--- src/rtl/close_ab_arbiter_if.sv ---
// Bundle of requester-side and unit-side signals around the close_ab arbiter.
// master is the arbiter's view; slave is the view of the requesters plus the unit.
interface close_ab_arbiter_if #(
    parameter int unsigned WIDTH = 12,
    parameter int unsigned CNT_W = 8
);
    logic [1:0]       Req;
    logic [WIDTH-1:0] Ain0;
    logic [WIDTH-1:0] Bin0;
    logic [WIDTH-1:0] Ain1;
    logic [WIDTH-1:0] Bin1;
    logic [1:0]       ReqAck;
    logic [1:0]       Gnt;
    logic [1:0]       Done;
    logic [WIDTH-1:0] Result;
    logic             ResFlag;
    logic [CNT_W-1:0] Cycles;
    logic [WIDTH-1:0] U_Ain;
    logic [WIDTH-1:0] U_Bin;
    logic             U_Start;
    logic             U_Ack;
    logic [WIDTH-1:0] U_A;
    logic             U_Flag;
    logic             U_Qi;
    logic             U_Qd;

    modport master (
        input  Req, Ain0, Bin0, Ain1, Bin1, ReqAck,
        input  U_A, U_Flag, U_Qi, U_Qd,
        output Gnt, Done, Result, ResFlag, Cycles,
        output U_Ain, U_Bin, U_Start, U_Ack
    );

    modport slave (
        output Req, Ain0, Bin0, Ain1, Bin1, ReqAck,
        output U_A, U_Flag, U_Qi, U_Qd,
        input  Gnt, Done, Result, ResFlag, Cycles,
        input  U_Ain, U_Bin, U_Start, U_Ack
    );
endinterface

--- src/rtl/close_ab_arbiter.sv ---
// Round-robin arbiter/sequencer sharing one make_A_close_to_B unit between two requesters.
// Runs Start/Ack with the unit and Done/ReqAck with the granted requester.
module close_ab_arbiter #(
    parameter int unsigned WIDTH = 12,
    parameter int unsigned CNT_W = 8
) (
    input logic                 Clk,
    input logic                 Reset,
    close_ab_arbiter_if.master  bus
);

    typedef enum logic [2:0] {StIdle, StLaunch, StWait, StDone, StAcku} state_e;

    state_e           state_q, state_d;
    logic             ptr_q, ptr_d;
    logic [1:0]       gnt_q, gnt_d;
    logic [1:0]       done_q, done_d;
    logic             start_q, start_d;
    logic             ack_q, ack_d;
    logic [WIDTH-1:0] ain_q, ain_d;
    logic [WIDTH-1:0] bin_q, bin_d;
    logic [WIDTH-1:0] result_q, result_d;
    logic             flag_q, flag_d;
    logic [CNT_W-1:0] cycles_q, cycles_d;
    logic [CNT_W-1:0] cnt_q, cnt_d;

    logic             win;
    logic [CNT_W-1:0] cnt_inc;

    always_comb begin
        win     = (bus.Req == 2'b11) ? ptr_q : bus.Req[1];
        cnt_inc = (cnt_q == {CNT_W{1'b1}}) ? cnt_q : cnt_q + CNT_W'(1);

        state_d  = state_q;
        ptr_d    = ptr_q;
        gnt_d    = gnt_q;
        done_d   = done_q;
        start_d  = 1'b0;
        ack_d    = 1'b0;
        ain_d    = ain_q;
        bin_d    = bin_q;
        result_d = result_q;
        flag_d   = flag_q;
        cycles_d = cycles_q;
        cnt_d    = cnt_q;

        unique case (state_q)
            StIdle: begin
                if (bus.U_Qi && (bus.Req != 2'b00)) begin
                    gnt_d   = win ? 2'b10 : 2'b01;
                    ain_d   = win ? bus.Ain1 : bus.Ain0;
                    bin_d   = win ? bus.Bin1 : bus.Bin0;
                    start_d = 1'b1;
                    state_d = StLaunch;
                end
            end
            StLaunch: begin
                cnt_d   = '0;
                state_d = StWait;
            end
            StWait: begin
                cnt_d = cnt_inc;
                if (bus.U_Qd) begin
                    result_d = bus.U_A;
                    flag_d   = bus.U_Flag;
                    cycles_d = cnt_inc;
                    done_d   = gnt_q;
                    state_d  = StDone;
                end
            end
            StDone: begin
                // Only the granted requester's acknowledge releases the job.
                if ((bus.ReqAck & gnt_q) != 2'b00) begin
                    ptr_d   = ~gnt_q[1];
                    done_d  = 2'b00;
                    ack_d   = 1'b1;
                    state_d = StAcku;
                end
            end
            StAcku: begin
                gnt_d   = 2'b00;
                state_d = StIdle;
            end
            default: begin
                state_d = StIdle;
            end
        endcase
    end

    always_ff @(posedge Clk) begin
        if (Reset) begin
            state_q  <= StIdle;
            ptr_q    <= 1'b0;
            gnt_q    <= 2'b00;
            done_q   <= 2'b00;
            start_q  <= 1'b0;
            ack_q    <= 1'b0;
            ain_q    <= '0;
            bin_q    <= '0;
            result_q <= '0;
            flag_q   <= 1'b0;
            cycles_q <= '0;
            cnt_q    <= '0;
        end else begin
            state_q  <= state_d;
            ptr_q    <= ptr_d;
            gnt_q    <= gnt_d;
            done_q   <= done_d;
            start_q  <= start_d;
            ack_q    <= ack_d;
            ain_q    <= ain_d;
            bin_q    <= bin_d;
            result_q <= result_d;
            flag_q   <= flag_d;
            cycles_q <= cycles_d;
            cnt_q    <= cnt_d;
        end
    end

    assign bus.Gnt     = gnt_q;
    assign bus.Done    = done_q;
    assign bus.Result  = result_q;
    assign bus.ResFlag = flag_q;
    assign bus.Cycles  = cycles_q;
    assign bus.U_Ain   = ain_q;
    assign bus.U_Bin   = bin_q;
    assign bus.U_Start = start_q;
    assign bus.U_Ack   = ack_q;

endmodule

--- src/flat_wrapper.sv ---
// flat-port wrapper written by rule: the top's interface ports become plain ports
module close_ab_arbiter_flat 
#(
    parameter int unsigned WIDTH = 12,
    parameter int unsigned CNT_W = 8
)
  (Clk, Reset, bus_Req, bus_Ain0, bus_Bin0, bus_Ain1, bus_Bin1, bus_ReqAck, bus_U_A, bus_U_Flag, bus_U_Qi, bus_U_Qd, bus_Gnt, bus_Done, bus_Result, bus_ResFlag, bus_Cycles, bus_U_Ain, bus_U_Bin, bus_U_Start, bus_U_Ack);
  close_ab_arbiter_if #(.WIDTH(WIDTH), .CNT_W(CNT_W)) bus_i ();
  input logic Clk;
  input logic Reset;
  input wire logic [$bits(bus_i.Req)-1:0] bus_Req;
  input wire logic [$bits(bus_i.Ain0)-1:0] bus_Ain0;
  input wire logic [$bits(bus_i.Bin0)-1:0] bus_Bin0;
  input wire logic [$bits(bus_i.Ain1)-1:0] bus_Ain1;
  input wire logic [$bits(bus_i.Bin1)-1:0] bus_Bin1;
  input wire logic [$bits(bus_i.ReqAck)-1:0] bus_ReqAck;
  input wire logic [$bits(bus_i.U_A)-1:0] bus_U_A;
  input wire logic [$bits(bus_i.U_Flag)-1:0] bus_U_Flag;
  input wire logic [$bits(bus_i.U_Qi)-1:0] bus_U_Qi;
  input wire logic [$bits(bus_i.U_Qd)-1:0] bus_U_Qd;
  output wire logic [$bits(bus_i.Gnt)-1:0] bus_Gnt;
  output wire logic [$bits(bus_i.Done)-1:0] bus_Done;
  output wire logic [$bits(bus_i.Result)-1:0] bus_Result;
  output wire logic [$bits(bus_i.ResFlag)-1:0] bus_ResFlag;
  output wire logic [$bits(bus_i.Cycles)-1:0] bus_Cycles;
  output wire logic [$bits(bus_i.U_Ain)-1:0] bus_U_Ain;
  output wire logic [$bits(bus_i.U_Bin)-1:0] bus_U_Bin;
  output wire logic [$bits(bus_i.U_Start)-1:0] bus_U_Start;
  output wire logic [$bits(bus_i.U_Ack)-1:0] bus_U_Ack;
  assign bus_i.Req = bus_Req;
  assign bus_i.Ain0 = bus_Ain0;
  assign bus_i.Bin0 = bus_Bin0;
  assign bus_i.Ain1 = bus_Ain1;
  assign bus_i.Bin1 = bus_Bin1;
  assign bus_i.ReqAck = bus_ReqAck;
  assign bus_i.U_A = bus_U_A;
  assign bus_i.U_Flag = bus_U_Flag;
  assign bus_i.U_Qi = bus_U_Qi;
  assign bus_i.U_Qd = bus_U_Qd;
  assign bus_Gnt = bus_i.Gnt;
  assign bus_Done = bus_i.Done;
  assign bus_Result = bus_i.Result;
  assign bus_ResFlag = bus_i.ResFlag;
  assign bus_Cycles = bus_i.Cycles;
  assign bus_U_Ain = bus_i.U_Ain;
  assign bus_U_Bin = bus_i.U_Bin;
  assign bus_U_Start = bus_i.U_Start;
  assign bus_U_Ack = bus_i.U_Ack;
  close_ab_arbiter #(.WIDTH(WIDTH), .CNT_W(CNT_W)) u_core (.Clk(Clk), .Reset(Reset), .bus(bus_i));
endmodule
--- config.mk ---
export PLATFORM = sky130hd
export DESIGN_NAME = close_ab_arbiter_flat
export DESIGN_NICKNAME = d
export VERILOG_FILES = /design/src/rtl/close_ab_arbiter_if.sv /design/src/rtl/close_ab_arbiter.sv /design/src/flat_wrapper.sv
export SDC_FILE = /design/constraint.sdc
export NUM_CORES = 1
export LEC_CHECK = 0
export BUFFER_PORTS_ARGS = -buffer_cell sky130_fd_sc_hd__buf_2
export CAP_MARGIN = 15
export CELL_PAD_IN_SITES_DETAIL_PLACEMENT = 1
export CELL_PAD_IN_SITES_GLOBAL_PLACEMENT = 2
export CORE_ASPECT_RATIO = 0.5
export CORE_MARGIN = 5
export CORE_UTILIZATION = 23
export DETAILED_ROUTE_END_ITERATION = 16
export GPL_TIMING_DRIVEN = 0
export PLACE_DENSITY_LB_ADDON = 0.3
export SKIP_LAST_GASP = 1
export SYNTH_ARGS = -nofsm -noshare
export SYNTH_HDL_FRONTEND = slang
export SYNTH_SLANG_ARGS = --single-unit
--- constraint.sdc ---
create_clock -name Clk -period 1.6 [get_ports Clk]
set_clock_uncertainty 0.05 [all_clocks]
set_input_delay 0.08 -clock Clk [delete_from_list [all_inputs] [get_ports Clk]]
set_output_delay 0.08 -clock Clk [all_outputs]
set_load 0.02 [all_outputs]
==> results by group, run 1 <==
Run status
  • Outcome: complete, no violations

Logic synthesis
  • Post-Syn Area: between 2000 and 3000 um2
  • Yosys reg bits: between 60 and 70
  • Post-synth EDFFs: 0
  • Sequential area share after synthesis: between 40% and 50%
  • Mean Syn Cell Area: ~8.7 um2
  • Syn nets: about 380
  • Yosys warning total: 0
  • Post-synth cell types: 38
  • Syn Inst Count: between 300 and 400
  • FFs w/ async S/R, synth: 0%
  • Most used DFF post-synth: dfxtp_1

Placed design
  • Port Buf Inserts: 118
  • Gp weighted congestion: between 0.7 and 0.8
  • Pre-CTS worst setup slack: -283 ps
  • Hpwl dp: 7.00 mm
  • Placed Area: 3480 um2

Finish
  • Layout Area Growth over Synthesis: 52.3%
  • Filler Cells Inserted: about 1.4k
  • Share of layout cells above drive strength 1: a little under two fifths
  • Nets: between 500 and 600
  • Final core occ: between 30% and 40%
  • Ant. Diodes: 0
  • Design area: about 4000 um2

Global route
  • Pin count of the biggest net entering global routing: 11
  • Antenna violations before repair: 0
  • First-pass GRT wire length: between 10 and 15 mm
  • Total grt overflow: 0
  • GRT Util Overall: about an eighth
  • Vias in the first global route: about 2.9k

Pwr
  • VDD IR max: 0.422 mV
  • Pwr Total: between 4 and 5 mW
  • Power Density: ~1100 nW/um2
  • Leakage dissipation: around 1.8 nW

Clock network
  • Clock sinks: 63
  • Cts bufs inserted: 9
  • CTS Buffer Depth: 2
  • Reg clk slew, reported paths: 50 ps
  • CTS tree: yes
  • H-tree lvl count: 3
  • CTS root buf: clkbuf_16
  • Worst skew pair latency: roughly 320 ps

Drt
  • Drt pass-1 iters: 6
  • Post-route ant nets: 0
  • DRC: 0
  • Initial DRC Count: 68
  • Final WL: 9.40 mm
  • Average wire per standard cell: about 15 um
  • Detailed-route via count: ~2.8k
  • Vias per Instance: about 4.5

STA
  • Slew at the pin closest to its max-slew limit: 611 ps
  • Worst relative slew slack: about three fifths
  • Setup-failing EPs final: 0
  • Final Hold Vio Count: 0
  • Highest clock rate: 0.648 GHz
  • RSZ-0062 raised after global routing: yes
  • Final setup margin: 56.1 ps
  • Count of pins over their slew limit: 0
  • Final period util: about 96%
  • Tmin final: 1540 ps

Job
  • Max-capacitance violation count: 0

Critical path
  • Worst EP arrival: between 1500 and 2000 ps
  • Crit Path Class: reg2reg
  • Crit path max fanout: 6
  • Worst setup EP type: register
  • CP Launch Type: register
  • Worst EP required: roughly 1700 ps

Floorplanning
  • Total Die Area: between 10000 and 15000 um2
  • Die Ht: about 86 um
  • Initial Util: a little under a quarter
  • Row count: 27
  • Core Area: between 10000 and 15000 um2
  • # IOs: 120
  • Die W: roughly 160 um

Min path
  • Hold Crit Class: in2reg
[sequential cells by signal, indices dropped and copies added, names as in the netlist, 2 cells and up]
register and count:
u_core.bus.Result 12, u_core.bus.U_Bin 12, u_core.bus.Gnt 2, u_core.cnt_q 8, u_core.bus.Done 2, u_core.bus.Cycles 8
u_core.bus.U_Ain 12, u_core.state_q 3
[cells in the mapped netlist (all sizes together), types with 2 or more instances]
library cell  count  area [um2]
nor3              4        25.0
nand2            47         176
a21oi            32         160
o211ai            6        45.0
inv               3        11.3
clkbuf           11        41.3
a211oi           25         188
mux2i            26         260
or3               2        12.5
o22ai             2        12.5
nand3             9        45.0
nor4              4        31.3
o21ai             8        40.0
and3              6        37.5
nor2             32         123
xor2              2        17.5
a22oi             2        15.0
buf              11        60.1
dfxtp            63        1260
o32ai             2        17.5
[cell usage in the layout (no fill, tap or decap), types with 4 or more instances in the layout]
cell / netlist / layout
nand3_1: 9 / 8
dfxtp_1: 63 / 57
a21oi_1: 32 / 30
clkbuf_16: 0 / 9
and3_1: 6 / 6
nand2_1: 47 / 46
buf_2: 6 / 122
a211oi_1: 25 / 25
dfxtp_2: 0 / 4
o21ai_0: 7 / 7
o211ai_1: 6 / 6
nor2_1: 31 / 30
clkbuf_4: 0 / 4
buf_4: 3 / 12
clkbuf_1: 11 / 8
mux2i_1: 26 / 26
dlygate4sd3_1: 0 / 13
[timing repair]
action | 4_1_cts | 5_1_grt
hold buffers | 13 | 0
resized for setup | 26 | 19
setup endpoints to repair | 55 | 50
endpoints found under the hold margin | 13 | 0
pin swaps | 1 | 5
setup buffers | 1 | 6
[final timing paths]
path                                                        start                                end  slack (ps)  cells past startpoint
worst max-delay path                 u_core.cnt_q[0]$_SDFFE_PP0P_       u_core.cnt_q[6]$_SDFFE_PP0P_          60                      5
worst min-delay path                                  bus_Ain1[9]   u_core.bus.U_Ain[9]$_SDFFE_PP0P_          50                      3
worst max register to register       u_core.cnt_q[0]$_SDFFE_PP0P_       u_core.cnt_q[6]$_SDFFE_PP0P_          60                      5
worst min register to register  u_core.bus.Cycles[2]$_SDFFE_PP0P_  u_core.bus.Cycles[2]$_SDFFE_PP0P_         400                      2
[cells by family after synthesis]
kind of cell    share of synthesized area, %
compound gates                          19.7
flops                                   46.9
xor+xnor                               0.651
mux                                     9.67
simple gates                            18.4
buf+inv                                 4.19
fa+ha+maj                              0.465
[layer usage]
metal	vias to the layer above	global-route usage [%]	share of wire, %
met4	0	2.74	0.82
met1	1296	16.0	44
li1	1406	-	-
met3	10	3.99	4.0
met2	61	24.0	51
met5	-	0	0
[through the flow]
stage                     instances  hold slack (ps)  setup TNS [ps]
final                           622             45.3               0
after global routing            622             62.6           -3.33
after CTS                       616             41.9           -95.0
after detailed placement        586              282           -5530
after global placement          586              274           -5260
after floorplan                 309              166               0
[power by group]
part | internal (mW) | switching, mW | total (mW) | leakage, nW
Combinational | 0.317 | 0.429 | 0.747 | 1.18
Sequential | 1.66 | 0.0530 | 1.72 | 0.517
Clock | 1.24 | 0.677 | 1.92 | 0.146
Total | 3.22 | 1.16 | 4.38 | 1.85
[worst max-delay path, stage by stage (launching register included)]
cell	delay, ps
dfxtp_4	370
ha_4	160
nand2_2	100
or4b_4	520
a21oi_2	150
nor3_1	50
[final cells by class]
cell class / count / area (um2) / share of cell area [%]
tap: 159 / 199 / 4.85
inverter: 3 / 11.3 / 0.275
buffer: 22 / 130 / 3.18
timing repair buffer: 138 / 773 / 18.9
sequential: 63 / 1270 / 31.1
clock buffer: 12 / 246 / 6.02
clock inverter: 4 / 45.0 / 1.10
multi-input combinational: 221 / 1420 / 34.6
Note: power is estimated with default switching activity, not from simulation.
==> run 2, diff against run 1 <==
--- a/config.mk
+++ b/config.mk
@@ -9,11 +9,10 @@
 export CAP_MARGIN = 15
 export CELL_PAD_IN_SITES_DETAIL_PLACEMENT = 1
 export CELL_PAD_IN_SITES_GLOBAL_PLACEMENT = 2
-export CORE_ASPECT_RATIO = 0.5
 export CORE_MARGIN = 5
 export CORE_UTILIZATION = 23
 export DETAILED_ROUTE_END_ITERATION = 16
-export GPL_TIMING_DRIVEN = 0
+export GPL_TIMING_DRIVEN = 1
 export PLACE_DENSITY_LB_ADDON = 0.3
 export SKIP_LAST_GASP = 1
 export SYNTH_ARGS = -nofsm -noshare
==> results by group, run 2 (synthesized netlist as in run 1, its figures left out) <==
Clock network
  • CTS root buf: clkbuf_16
  • Reg clk slew, reported paths: 50 ps
  • H-tree lvl count: 3
  • Clock sinks: 63
  • CTS Buffer Depth: 2
  • Cts bufs inserted: 9
  • CTS tree: yes
  • Worst skew pair latency: between 300 and 400 ps

Floorplanning
  • Die W: 118 um
  • Core Area: about 11000 um2
  • Initial Util: 23.6%
  • Row count: 39
  • Die Ht: between 100 and 150 um
  • # IOs: 120
  • Total Die Area: roughly 14000 um2

Finish
  • Layout Area Growth over Synthesis: 54.3%
  • Area of the multi-input gates: between 1000 and 1500 um2
  • Filler Cells Inserted: 1343
  • Most frequent cells in the layout: buf_2 (119), dfxtp_1 (61), nand2_1 (47), a21oi_1 (32), nor2_1 (31)
  • Reg area: ~1300 um2
  • Final core occ: between 30% and 40%
  • Share of layout cells above drive strength 1: between 30% and 40%
  • Design area: 4150 um2
  • Nets: between 500 and 600
  • Ant. Diodes: 0
  • Most common library cell in the layout ignoring fill and taps: buf_2

Drt
  • DRC: 0
  • Final WL: about 9.1 mm
  • Drt pass-1 iters: 4
  • Detailed-route via count: 2806
  • Average wire per standard cell: ~15 um
  • Post-route ant nets: 0
  • Initial DRC Count: slightly below 70
  • Vias per Instance: roughly 4.6

Critical path
  • Crit path max fanout: 7
  • Slowest-stage cell, CP: or3b_4
  • CP bufs+invs: 0
  • Worst setup EP type: register
  • Worst EP required: ~1800 ps
  • Crit Path Class: reg2reg
  • Worst EP arrival: about 1700 ps
  • Crit-path leading delay family: simple AND/OR/NAND/NOR gates
  • Peak per-stage delay on the critical path: ~440 ps
  • Worst path cell trace: or3b_4 -> nor2_2 -> o21ai_0 -> a21oi_1
  • CP Launch Type: register

STA
  • Highest clock rate: 0.658 GHz
  • Tmin final: roughly 1500 ps
  • RSZ-0062 raised after global routing: yes
  • Final Hold Vio Count: 0
  • Count of pins over their slew limit: 0
  • Final period util: between 90% and 100%
  • Slew at the pin closest to its max-slew limit: 372 ps
  • Setup-failing EPs final: 0
  • Setup TNS: 0 ps
  • Worst relative slew slack: 75.1%

Placed design
  • Placed Area: between 3000 and 4000 um2
  • Port Buf Inserts: 119
  • Hpwl dp: about 6.5 mm
  • Gp weighted congestion: between 0.8 and 0.9

Global route
  • Vias in the first global route: between 2k and 3k
  • Pin count of the biggest net entering global routing: 50
  • GRT Util Overall: roughly 13%
  • Antenna violations before repair: 0
  • First-pass GRT wire length: 14.8 mm
  • Total grt overflow: 0

Run status
  • Outcome: complete, no violations

Pwr
  • Leakage dissipation: between 1.5 and 2 nW
  • Pwr Total: ~4.6 mW
  • Power Density: 1100 nW/um2
  • VDD IR max: between 0.4 and 0.5 mV

Job
  • Max-capacitance violation count: 0

Min path
  • Hold Crit Class: in2reg
[run 2: timing repair]
action | CTS | global route
endpoints found under the hold margin | 13 | 0
setup endpoints to repair | 1 | 10
setup buffers | 0 | 1
pin swaps | 0 | 3
resized for setup | 1 | 7
hold buffers | 13 | 0
cloned | 0 | 2
[run 2: per-layer routing]
layer / share of wire (%) / routed length, um / up-vias / GRT usage [%]
li1: - / - / 1414 / -
met1: 46 / 4160 / 1279 / 16.0
met2: 44 / 4050 / 101 / 20.0
met3: 8.6 / 787 / 12 / 4.97
met4: 1.6 / 144 / 0 / 4.95
met5: 0 / 0 / - / 0
[run 2: final timing paths]
kind                                                   startpoint                                end  slack [ps]  cells after the start
worst min-delay path                                  bus_Ain1[4]   u_core.bus.U_Ain[4]$_SDFFE_PP0P_          40                      3
worst max-delay path               u_core.state_q[0]$_SDFFE_PP0P_       u_core.cnt_q[2]$_SDFFE_PP0P_          80                      4
worst max register to register     u_core.state_q[0]$_SDFFE_PP0P_       u_core.cnt_q[2]$_SDFFE_PP0P_          80                      4
worst min register to register  u_core.bus.Cycles[5]$_SDFFE_PP0P_  u_core.bus.Cycles[5]$_SDFFE_PP0P_         400                      2
[run 2: layout make-up]
cell class / count / area share, %
repair buffers: 162 / 24.1
flip-flops and latches: 63 / 30.4
clock buffers: 14 / 7.08
well taps: 143 / 4.31
clock inverters: 2 / 0.844
inverters: 3 / 0.271
multi-input cells: 221 / 32.9
[run 2: where the power goes]
part,internal (mW),switching [mW],leakage (nW)
clock,1.42,0.700,0.165
sequential,1.66,0.0510,0.515
combinational,0.332,0.424,1.23
total,3.41,1.17,1.91
[run 2: worst reg2reg max path: stages, from the launching register on]
cell     delay (ps)
dfxtp_1         390
or3b_4          440
nor2_2          260
o21ai_0         150
a21oi_1         160
[run 2: metrics by stage]
stage	cells	setup slack (ps)	hold WS, ps
after CTS	605	25.7	29.7
final	608	80.0	38.2
after detailed placement	576	21.5	278
after global routing	608	-57.0	55.0
after global placement	576	71.7	273
after floorplan	309	0.0304	166
